[src/rtl/const_div_pkg.sv]
// rtl/const_div_pkg.sv - shared constants and FSM state type for the constant divider
package const_div_pkg;

  localparam int DIV_DEFAULT   = 1532;
  localparam int REM_W_DEFAULT = $clog2(DIV_DEFAULT);

  typedef enum logic [1:0] {
    IDLE,
    BUSY,
    DONE
  } state_t;

endpackage

[src/rtl/const_div_step.sv]
// rtl/const_div_step.sv - one combinational restoring-division step by a constant divisor
module const_div_step #(
  parameter int DIVISOR = 1532,
  parameter int REM_W   = $clog2(DIVISOR)
) (
  input  logic [REM_W-1:0] rem,
  input  logic             in_bit,
  output logic [REM_W-1:0] rem_next,
  output logic             q_bit
);

  localparam logic [REM_W:0] DIV_V = (REM_W+1)'(DIVISOR);

  logic [REM_W:0] t;

  // rem < DIVISOR on entry keeps t below 2*DIVISOR, so one subtract suffices
  always_comb begin
    t        = {rem, in_bit};
    q_bit    = (t >= DIV_V);
    rem_next = q_bit ? REM_W'(t - DIV_V) : t[REM_W-1:0];
  end

endmodule

[src/rtl/const_div1532_seq.sv]
// rtl/const_div1532_seq.sv - bit-serial restoring divider by 1532 with valid/ready handshakes
module const_div1532_seq
  import const_div_pkg::*;
#(
  parameter int  WIDTH   = 32,
  parameter int  DIVISOR = DIV_DEFAULT,
  localparam int REM_W   = $clog2(DIVISOR)
) (
  input  logic             clk,
  input  logic             rst,
  input  logic             i_valid,
  output logic             o_ready,
  input  logic [WIDTH-1:0] i_data0,
  output logic             o_valid,
  input  logic             i_ready,
  output logic [WIDTH-1:0] o_data0,
  output logic [REM_W-1:0] o_rem
);

  localparam int CNT_W = $clog2(WIDTH + 1);

  state_t           state, state_next;
  logic [CNT_W-1:0] cnt;
  logic [WIDTH-1:0] sh;
  logic [REM_W-1:0] rem;
  logic [REM_W-1:0] rem_next;
  logic             q_bit;

  const_div_step #(
    .DIVISOR(DIVISOR),
    .REM_W  (REM_W)
  ) u_step (
    .rem     (rem),
    .in_bit  (sh[WIDTH-1]),
    .rem_next(rem_next),
    .q_bit   (q_bit)
  );

  always_ff @(posedge clk) begin
    if (rst) state <= IDLE;
    else     state <= state_next;
  end

  always_comb begin
    state_next = state;
    case (state)
      IDLE:    if (i_valid) state_next = BUSY;
      BUSY:    if (cnt == CNT_W'(1)) state_next = DONE;
      DONE:    if (i_ready) state_next = IDLE;
      default: state_next = IDLE;
    endcase
  end

  // sh holds the dividend and fills from the LSB with quotient bits
  always_ff @(posedge clk) begin
    if (rst) begin
      cnt <= '0;
      sh  <= '0;
      rem <= '0;
    end else begin
      case (state)
        IDLE: if (i_valid) begin
          sh  <= i_data0;
          rem <= '0;
          cnt <= CNT_W'(WIDTH);
        end
        BUSY: begin
          sh  <= {sh[WIDTH-2:0], q_bit};
          rem <= rem_next;
          cnt <= cnt - CNT_W'(1);
        end
        default: ;
      endcase
    end
  end

  assign o_ready = (state == IDLE) && !rst;
  assign o_valid = (state == DONE);
  assign o_data0 = sh;
  assign o_rem   = rem;

endmodule

[config.mk]
export PLATFORM = sky130hd
export DESIGN_NAME = const_div1532_seq
export DESIGN_NICKNAME = d
export VERILOG_FILES = /design/src/rtl/const_div_pkg.sv /design/src/rtl/const_div_step.sv /design/src/rtl/const_div1532_seq.sv
export SDC_FILE = /design/constraint.sdc
export NUM_CORES = 1
export LEC_CHECK = 0
export ABC_AREA = 0
export BUFFER_PORTS_ARGS = -buffer_cell sky130_fd_sc_hd__buf_2
export CAP_MARGIN = 10
export CORE_MARGIN = 2
export CORE_UTILIZATION = 47
export DETAILED_ROUTE_END_ITERATION = 6
export MAX_ROUTING_LAYER = met4
export PLACE_DENSITY = 0.81
export SETUP_SLACK_MARGIN = 0.05
export SYNTH_ARGS = -nofsm -noshare
export SYNTH_HDL_FRONTEND = slang
export SYNTH_SLANG_ARGS = --single-unit
export TNS_END_PERCENT = 10
[constraint.sdc]
create_clock -name clk -period 2.4 [get_ports clk]
set_clock_uncertainty 0.1 [all_clocks]
set_input_delay 0.12 -clock clk [delete_from_list [all_inputs] [get_ports clk]]
set_output_delay 0.12 -clock clk [all_outputs]
set_load 0.005 [all_outputs]
==> results of run 1 <==
final cells by class:
cell class,instances,area (µm²),share of cell area
Multi-Input combinational cell,288,1520,0.475
Timing Repair Buffer,86,448,0.140
Inverter,5,18.8,0.00587
Clock inverter,2,16.3,0.00509
Sequential cell,51,1020,0.320
Clock buffer,6,82.6,0.0258
Tap cell,72,90.1,0.0282
stage by stage:
step / utilization / power, mW
floorplan: - / 1.26
global placement: 0.561 / 1.38
detailed placement: 0.561 / 1.40
CTS: 0.580 / 1.92
global route: 0.580 / 2.03
finish: 0.580 / 1.90
cells in the final DEF (no fill, tap or decap), drive strengths merged, types with 4 or more instances in the layout:
cell type,count
nand3,8
nor3,35
a22oi,4
nand2,7
clkbuf,6
nand2b,5
buf,85
nor2,105
inv,5
dfxtp,51
a21oi,39
nor2b,32
o21ai,8
state kept, by name (all words and copies together), names as in the netlist:
name	cells
o_rem	11
cnt	6
state	2
o_data0	32
cells by family (layout without fill, tap and decap cells):
group | count (synthesis) | in the layout
compound gates | 69 | 69
xor+xnor | 2 | 2
buf+inv | 33 | 99
mux | 4 | 4
fa+ha+maj | 3 | 3
simple gates | 210 | 210
flops | 51 | 51
worst min-delay path by stage:
| stage | startpoint | end | slack (ns) | depth (start not counted) |
|---|---|---|---|---|
| 2_1_floorplan | i_ready | state[1] | 0.20 | 2 |
| 3_5_place_dp | i_ready | state[1] | 0.31 | 3 |
| 6_report | rst | o_rem[1] | 0.07 | 2 |
| 5_1_grt | rst | o_rem[1] | 0.11 | 2 |
| 4_1_cts | rst | o_rem[1] | 0.07 | 2 |
| 3_3_place_gp | i_ready | state[1] | 0.31 | 3 |
power breakdown:
group	total (mW)	internal (mW)	switching, mW
Clock	0.528	0.236	0.292
Sequential	0.978	0.916	0.0620
Combinational	0.399	0.185	0.215
routing by layer:
layer  global-route usage  vias up  routed length [µm]
li1                     -     1391                   -
met1                0.299     1274                2970
met2                0.369      116                3020
met3               0.0464        7                 536
met4               0.0517        0                  61
met5                    -        -                   0
worst reg2reg max path, cell delays in order, from the launching register on:
cell	delay, ns
dfxtp_1	0.68
o21ba_2	0.27
nor2_1	0.48
a221oi_1	0.19
nand2_1	0.08
timing repair:
item,4_1_cts,5_1_grt
hold endpoints to repair,1,0
buffers inserted,0,0
hold buffers,1,0
resized for setup,0,0
==> impl_results.md, run 1 <==
* Total GRT Usage at 0.229
* Compound-cell area share of the yosys netlist at 0.157
* Max_slew headroom at 0.496
* Synth Register Bits at 51
* Synth Area in Adders at 0.0140
* EDFF count, synth at 0
* Initial antenna violation count at 0
* Worst Path Arrival at ~2 ns
* Post-Place Cells at ~500
* Crit end category: flip-flop
* Min Hold Slack at around 0.073 ns
* CTS tree: yes
* Worst Hold Class: in2reg
* Clock buffer count from CTS at 5
* WL final at 6.59 mm
* Most frequent cells after synthesis: nor2_1, dfxtp_1, a21oi_1
* Setup TNS at 0 ns
* Worst setup path start: state[1]
* Syn avg cell area at just over 7 µm²
* Pins Over Slew Limit at 0
* Startpoint Class: flip-flop
* CP max stage delay at approximately 0.68 ns
* Synth cell types at 45
* Layout cells sized above 1 at 0.228
* Critical Path RT at between 2 and 3 ns
* Global-route wire length before repair at about 11 mm
* Synth Cell Area at about 2700 µm²
* Leak pwr at roughly 1.5 nW
* Via count at ~2.8k
* Worst setup margin at 0.555 ns
* Synth Area in XOR/XNOR at 0.00655
* DR WL/cell at between 10 and 15 µm
* CTS clk-pin slew, worst paths at approximately 0.09 ns
* CTS HTree Levels at 2
* # rows at 27
* Largest net degree at the start of global routing at 59
* Buffers & Inverters on Critical Path at 0
* Setup WS pre-CTS at between 0.5 and 0.6 ns
* CP Depth at 4
* Critical path type: reg2reg
* Outcome: complete, no violations
* Reg2reg end: o_rem[7]
* I/O pin cnt at just over 80
* FMAX at approximately 540 MHz
* Max-cap check violation count at 0
* Hpwl dp at about 4.5 mm
* RSZ-0062 raised after global routing: false
* Seq/Total Area, Yosys at 0.382
* Main flop type after synthesis: dfxtp_1
* Final period utilization at 0.769
* Worst reg2reg path depth at 4
* Fill count at 534
* Post-synthesis mux area share at 0.0154
* Finish-stage setup viols at 0
* Pre-antenna DRT Iters at 5
* Synthesized instance count at approximately 370
* DR iter-0 viols at around 150
* PwrDens at 596 nW/µm²
* Worst-margin pin slew at between 0.7 and 0.8 ns
* Critical Path End: o_rem[7]
* GPL Wtd Cong at a little over 0.9
* Worst path slowest cell: dfxtp_1
* CTS max path bufs at 2
* Post-Syn Nets at approximately 410
* Layout net count at about 480
* Core area at approximately 5500 µm²
* DRT antenna net count at 0
* Die W at between 70 and 80 µm
* Top Family by Delay on Critical Path: flip-flops
* Final-report hold violation count at 0
* CP cell instances: o21ba_2, nor2_1, a221oi_1, nand2_1
* Global route overflow at 0
* Peak VDD IR at between 0.3 and 0.4 mV
* Number of global-route vias before repair at 2524
* Starting Density at 0.485
* Crit path time final at 1.85 ns
* DR DRC count at 0
* # diodes at 0
* Synth Warn # at 0
* Dpl cell area at slightly above 3000 µm²
* Clk_lat worst skew at between 0.3 and 0.4 ns
* CTS Sinks at between 50 and 60
* Count leader, synth: nor2_1
* Async set-or-reset flop fraction in the synthesized netlist at 0
* Main area contributors after synthesis: dfxtp_1, nor2_1, nor2b_1, a21oi_1, nor3_1
* Worst-path maximum fanout at 19
* Yosys top cell by area: dfxtp_1
* Post-synth top area share at 0.382
* Synth-to-layout area growth at 19.6%
* Port Buffer Count at 80
* Simple-Gate Fraction of Synth Area at 0.375
* Die height at 79.4 µm
* R2R Path Start: state[1]
* Die area at 6310 µm²
* Clk root buf: clkbuf_8
* Largest family of logic cells by synthesized area: simple AND/OR/NAND/NOR gates
* Design area at 3200 µm²
* Worst R2R Setup Slack at roughly 0.55 ns
* Drt via density at approximately 5.5
* Non-filler cells, final at 510
Power figures use the tool's default switching activity.
==> run 2: changes to the inputs <==
Settings changed: ABC_AREA 0 to 1, PLACE_DENSITY 0.81 to 0.82.
Clock period 2.4 ns to 1.81 ns, I/O delays scaled along.
==> run 2 against run 1 <==
Synthesized area shrank 5.9%. Wire length is 0.11% higher. Via count down 3.8%. Sequential power increased by 28%. Power up 24%. Hold slack got worse by 0.067 ns. First-iteration DRC count increased by 12%. Register-to-register slack worse by 0.36 ns. Sequential share of layout area down 1.6 points. Core utilization grew 7.2 points. Sequential cell count unchanged. Largest power group unchanged.
==> impl_results.md, run 2 <==
* Final core occ at 0.653 (+0.0723)
* Die area at 5950 µm² (-5.6%)
* Largest net degree at the start of global routing at 40 (-32%)
* Worst R2R Setup Slack at 0.20 ns (-0.36 ns)
* I/O pin cnt at 81 (unchanged)
* Most frequent CP cell: nand2_1
* Crit end category: flip-flop
* CTS clk-pin slew, worst paths at 0.09 ns (about the same)
* # diodes at 0 (unchanged)
* Layout cells sized above 1 at 0.249 (+0.0211)
* GPL Wtd Cong at 0.886 (-4.2%)
* Total power at 2.36 mW (+24%)
* Critical Path RT at 1.89 ns (-0.66 ns)
* FMAX at 619 MHz (+14%)
* Final-report hold violation count at 0 (unchanged)
* CTS HTree Levels at 2 (unchanged)
* CP max stage delay at 0.43 ns (-0.25 ns)
* Worst-margin pin slew at 0.654 ns (-0.101 ns)
* Hpwl dp at 4.31 mm (-5.0%)
* Clk root buf: clkbuf_8
* Critical path type: reg2reg
* Post-Syn Nets at 393 (-4.4%)
* Startpoint Class: flip-flop
* Layout net count at 499 (+4.8%)
* Hold path cells at 3 (+1)
* Outcome: complete, no violations
* Global route overflow at 0 (unchanged)
* Met2 wire length at 3.32 mm (+9.7%)
* Metal1 wirelength at 2.89 mm (-2.5%)
* RSZ-0062 raised after global routing: false
* Initial antenna violation count at 0 (unchanged)
* Syn avg cell area at 7.10 µm² (-1.1%)
* Synth Register Bits at 51 (unchanged)
* Seq/Total Area, Yosys at 0.406 (+0.0239)
* Hold path endpoint: o_data0[2]
* CTS tree: yes
* Setup TNS at 0 ns (unchanged)
* EDFF count, synth at 0 (unchanged)
* Main flop type after synthesis: dfxtp_1
* Most frequent cells after synthesis: nand2_1, dfxtp_1, inv_1
* Peak VDD IR at 0.453 mV (+22%)
* Max FFs per register at 32 (unchanged)
* Async set-or-reset flop fraction in the synthesized netlist at 0 (unchanged)
* DRT antenna net count at 0 (unchanged)
* Final period utilization at 0.892 (+0.123)
* R2R Path Start: o_rem[1]
* Setup WS pre-CTS at 0.110 ns (-0.472 ns)
* Pins Over Slew Limit at 0 (unchanged)
* Commonest non-fill, non-tap cell in the layout: nand2_1
* Crit path time final at 1.61 ns (-0.230 ns)
* Synth Warn # at 0 (unchanged)
* Worst setup margin at 0.195 ns (-0.360 ns)
* Commonest non-fill, non-tap cells in the layout: nand2_1, buf_2, dfxtp_1
* Drt via density at 5.05 (-7.6%)
* Max_slew headroom at 0.564 (+0.0679)
* Core area at 5140 µm² (-6.7%)
* Synth Cell Area at 2510 µm² (-5.9%)
* Number of global-route vias before repair at 2529 (+0.20%)
* CTS Sinks at 51 (unchanged)
* Leak pwr at 1.67 nW (+14%)
* DR iter-0 viols at 162 (+12%)
* Post-CTS Setup Inserts at 0 (unchanged)
* # rows at 26 (-3.7%)
* Worst path slowest cell: dfxtp_1
* Clock buffer count from CTS at 5 (unchanged)
* Non-filler cells, final at 531 (+4.1%)
* Main area contributors after synthesis: dfxtp_1, nand2_1, a22oi_1, a21oi_1, inv_1
* Yosys top cell by area: dfxtp_1
* Die height at 77.2 µm (-2.8%)
* DR DRC count at 0 (unchanged)
* Total GRT Usage at 0.229 (about the same)
* Starting Density at 0.489 (+0.00394)
* Synth-to-layout area growth at 33.4%
* Worst Hold Class: in2reg
* Max-cap check violation count at 0 (unchanged)
* Global-route wire length before repair at 11.1 mm (-2.7%)
* Dpl cell area at 2980 µm² (-3.6%)
* Clk_lat worst skew at 0.30 ns (about the same)
* Port Buffer Count at 80 (unchanged)
* Post-Place Cells at 494 (-1.4%)
* Synth cell types at 29 (-36%)
* Die W at 77.2 µm (-2.8%)
* Finish-stage setup viols at 0 (unchanged)
* Count leader, synth: nand2_1
* Via count at 2682 (-3.8%)
* PwrDens at 704 nW/µm² (+18%)
* Min Hold Slack at 0.00573 ns (-0.0673 ns)
* Worst-path maximum fanout at 6 (-13)
* CTS max path bufs at 2 (unchanged)
* Reg2reg end: o_rem[8]
* WL final at 6.60 mm (+0.11%)
* Design area at 3350 µm² (+5.0%)
* CP cell instances: ha_1, nand3_1, o21ai_0, nand2_1, nand2_1, nand2_1, nand2_1, a21oi_2
* Worst Path Arrival at 1.69 ns (-0.31 ns)
* Worst reg2reg path depth at 8 (+4)
* DR WL/cell at 12.4 µm (-3.9%)
* Met3 WL at 285 µm (-47%)
* Pre-antenna DRT Iters at 4 (-1)
* Post-synth top area share at 0.406 (+0.0239)
* Synthesized instance count at 354 (-4.8%)
* Top Metal Used: met4
* Hold Crit Start: i_data0[2]
## run 2: timing repair
item	4_1_cts	5_1_grt
hold buffers	29	0
resized for setup	0	2
hold endpoints to repair	29	0
setup endpoints to repair	0	14
## run 2: report_power, final
group / leakage (nW) / internal (mW) / switching [mW]
Sequential: 0.417 / 1.19 / 0.0584
Clock: 0.0412 / 0.271 / 0.362
Combinational: 1.21 / 0.215 / 0.262
## run 2: cell families (layout without fill, tap and decap cells)
| family | count (synthesis) | in the layout | share of synthesized area |
|---|---|---|---|
| buffers and inverters | 54 | 161 | 0.0945 |
| xor gates and xnor gates | 3 | 3 | 0.0104 |
| DFF | 51 | 51 | 0.406 |
| and+or+nand+nor | 176 | 176 | 0.304 |
| AOI/OAI and AO/OA | 67 | 67 | 0.170 |
| adders and majority gates | 3 | 3 | 0.0149 |
## run 2: area by class of cell
type / count / area, µm²
Timing Repair Buffer: 118 / 771
Inverter: 35 / 134
Clock inverter: 2 / 12.5
Multi-Input combinational cell: 249 / 1260
Sequential cell: 51 / 1020
Clock buffer: 6 / 72.6
Tap cell: 70 / 87.6
Fill cell: 454 / 1790
## run 2: critical path: cells and delay by family (launching register included)
family / cells / cell delay (ns)
simple gates: 5 / 0.42
flops: 1 / 0.43
compound gates: 2 / 0.23
fa+ha+maj: 1 / 0.31
## run 2: layer usage
layer  GRT usage  up-vias
met1       0.277     1236
met3      0.0329       11
li1            -     1354
met5           -        -
met4      0.0732        0
met2       0.394       81
## run 2: worst max path at each step
| stage | slack [ns] | startpoint | cells after the start | end |
|---|---|---|---|---|
| floorplan | 0.35 | o_rem[1] | 8 | o_rem[8] |
| global placement | 0.18 | state[1] | 7 | o_data0[4] |
| detailed placement | 0.11 | state[1] | 7 | o_data0[10] |
| CTS | 0.07 | state[1] | 7 | o_data0[5] |
| global route | 0.06 | o_rem[1] | 8 | o_rem[8] |
| finish | 0.20 | o_rem[1] | 8 | o_rem[8] |
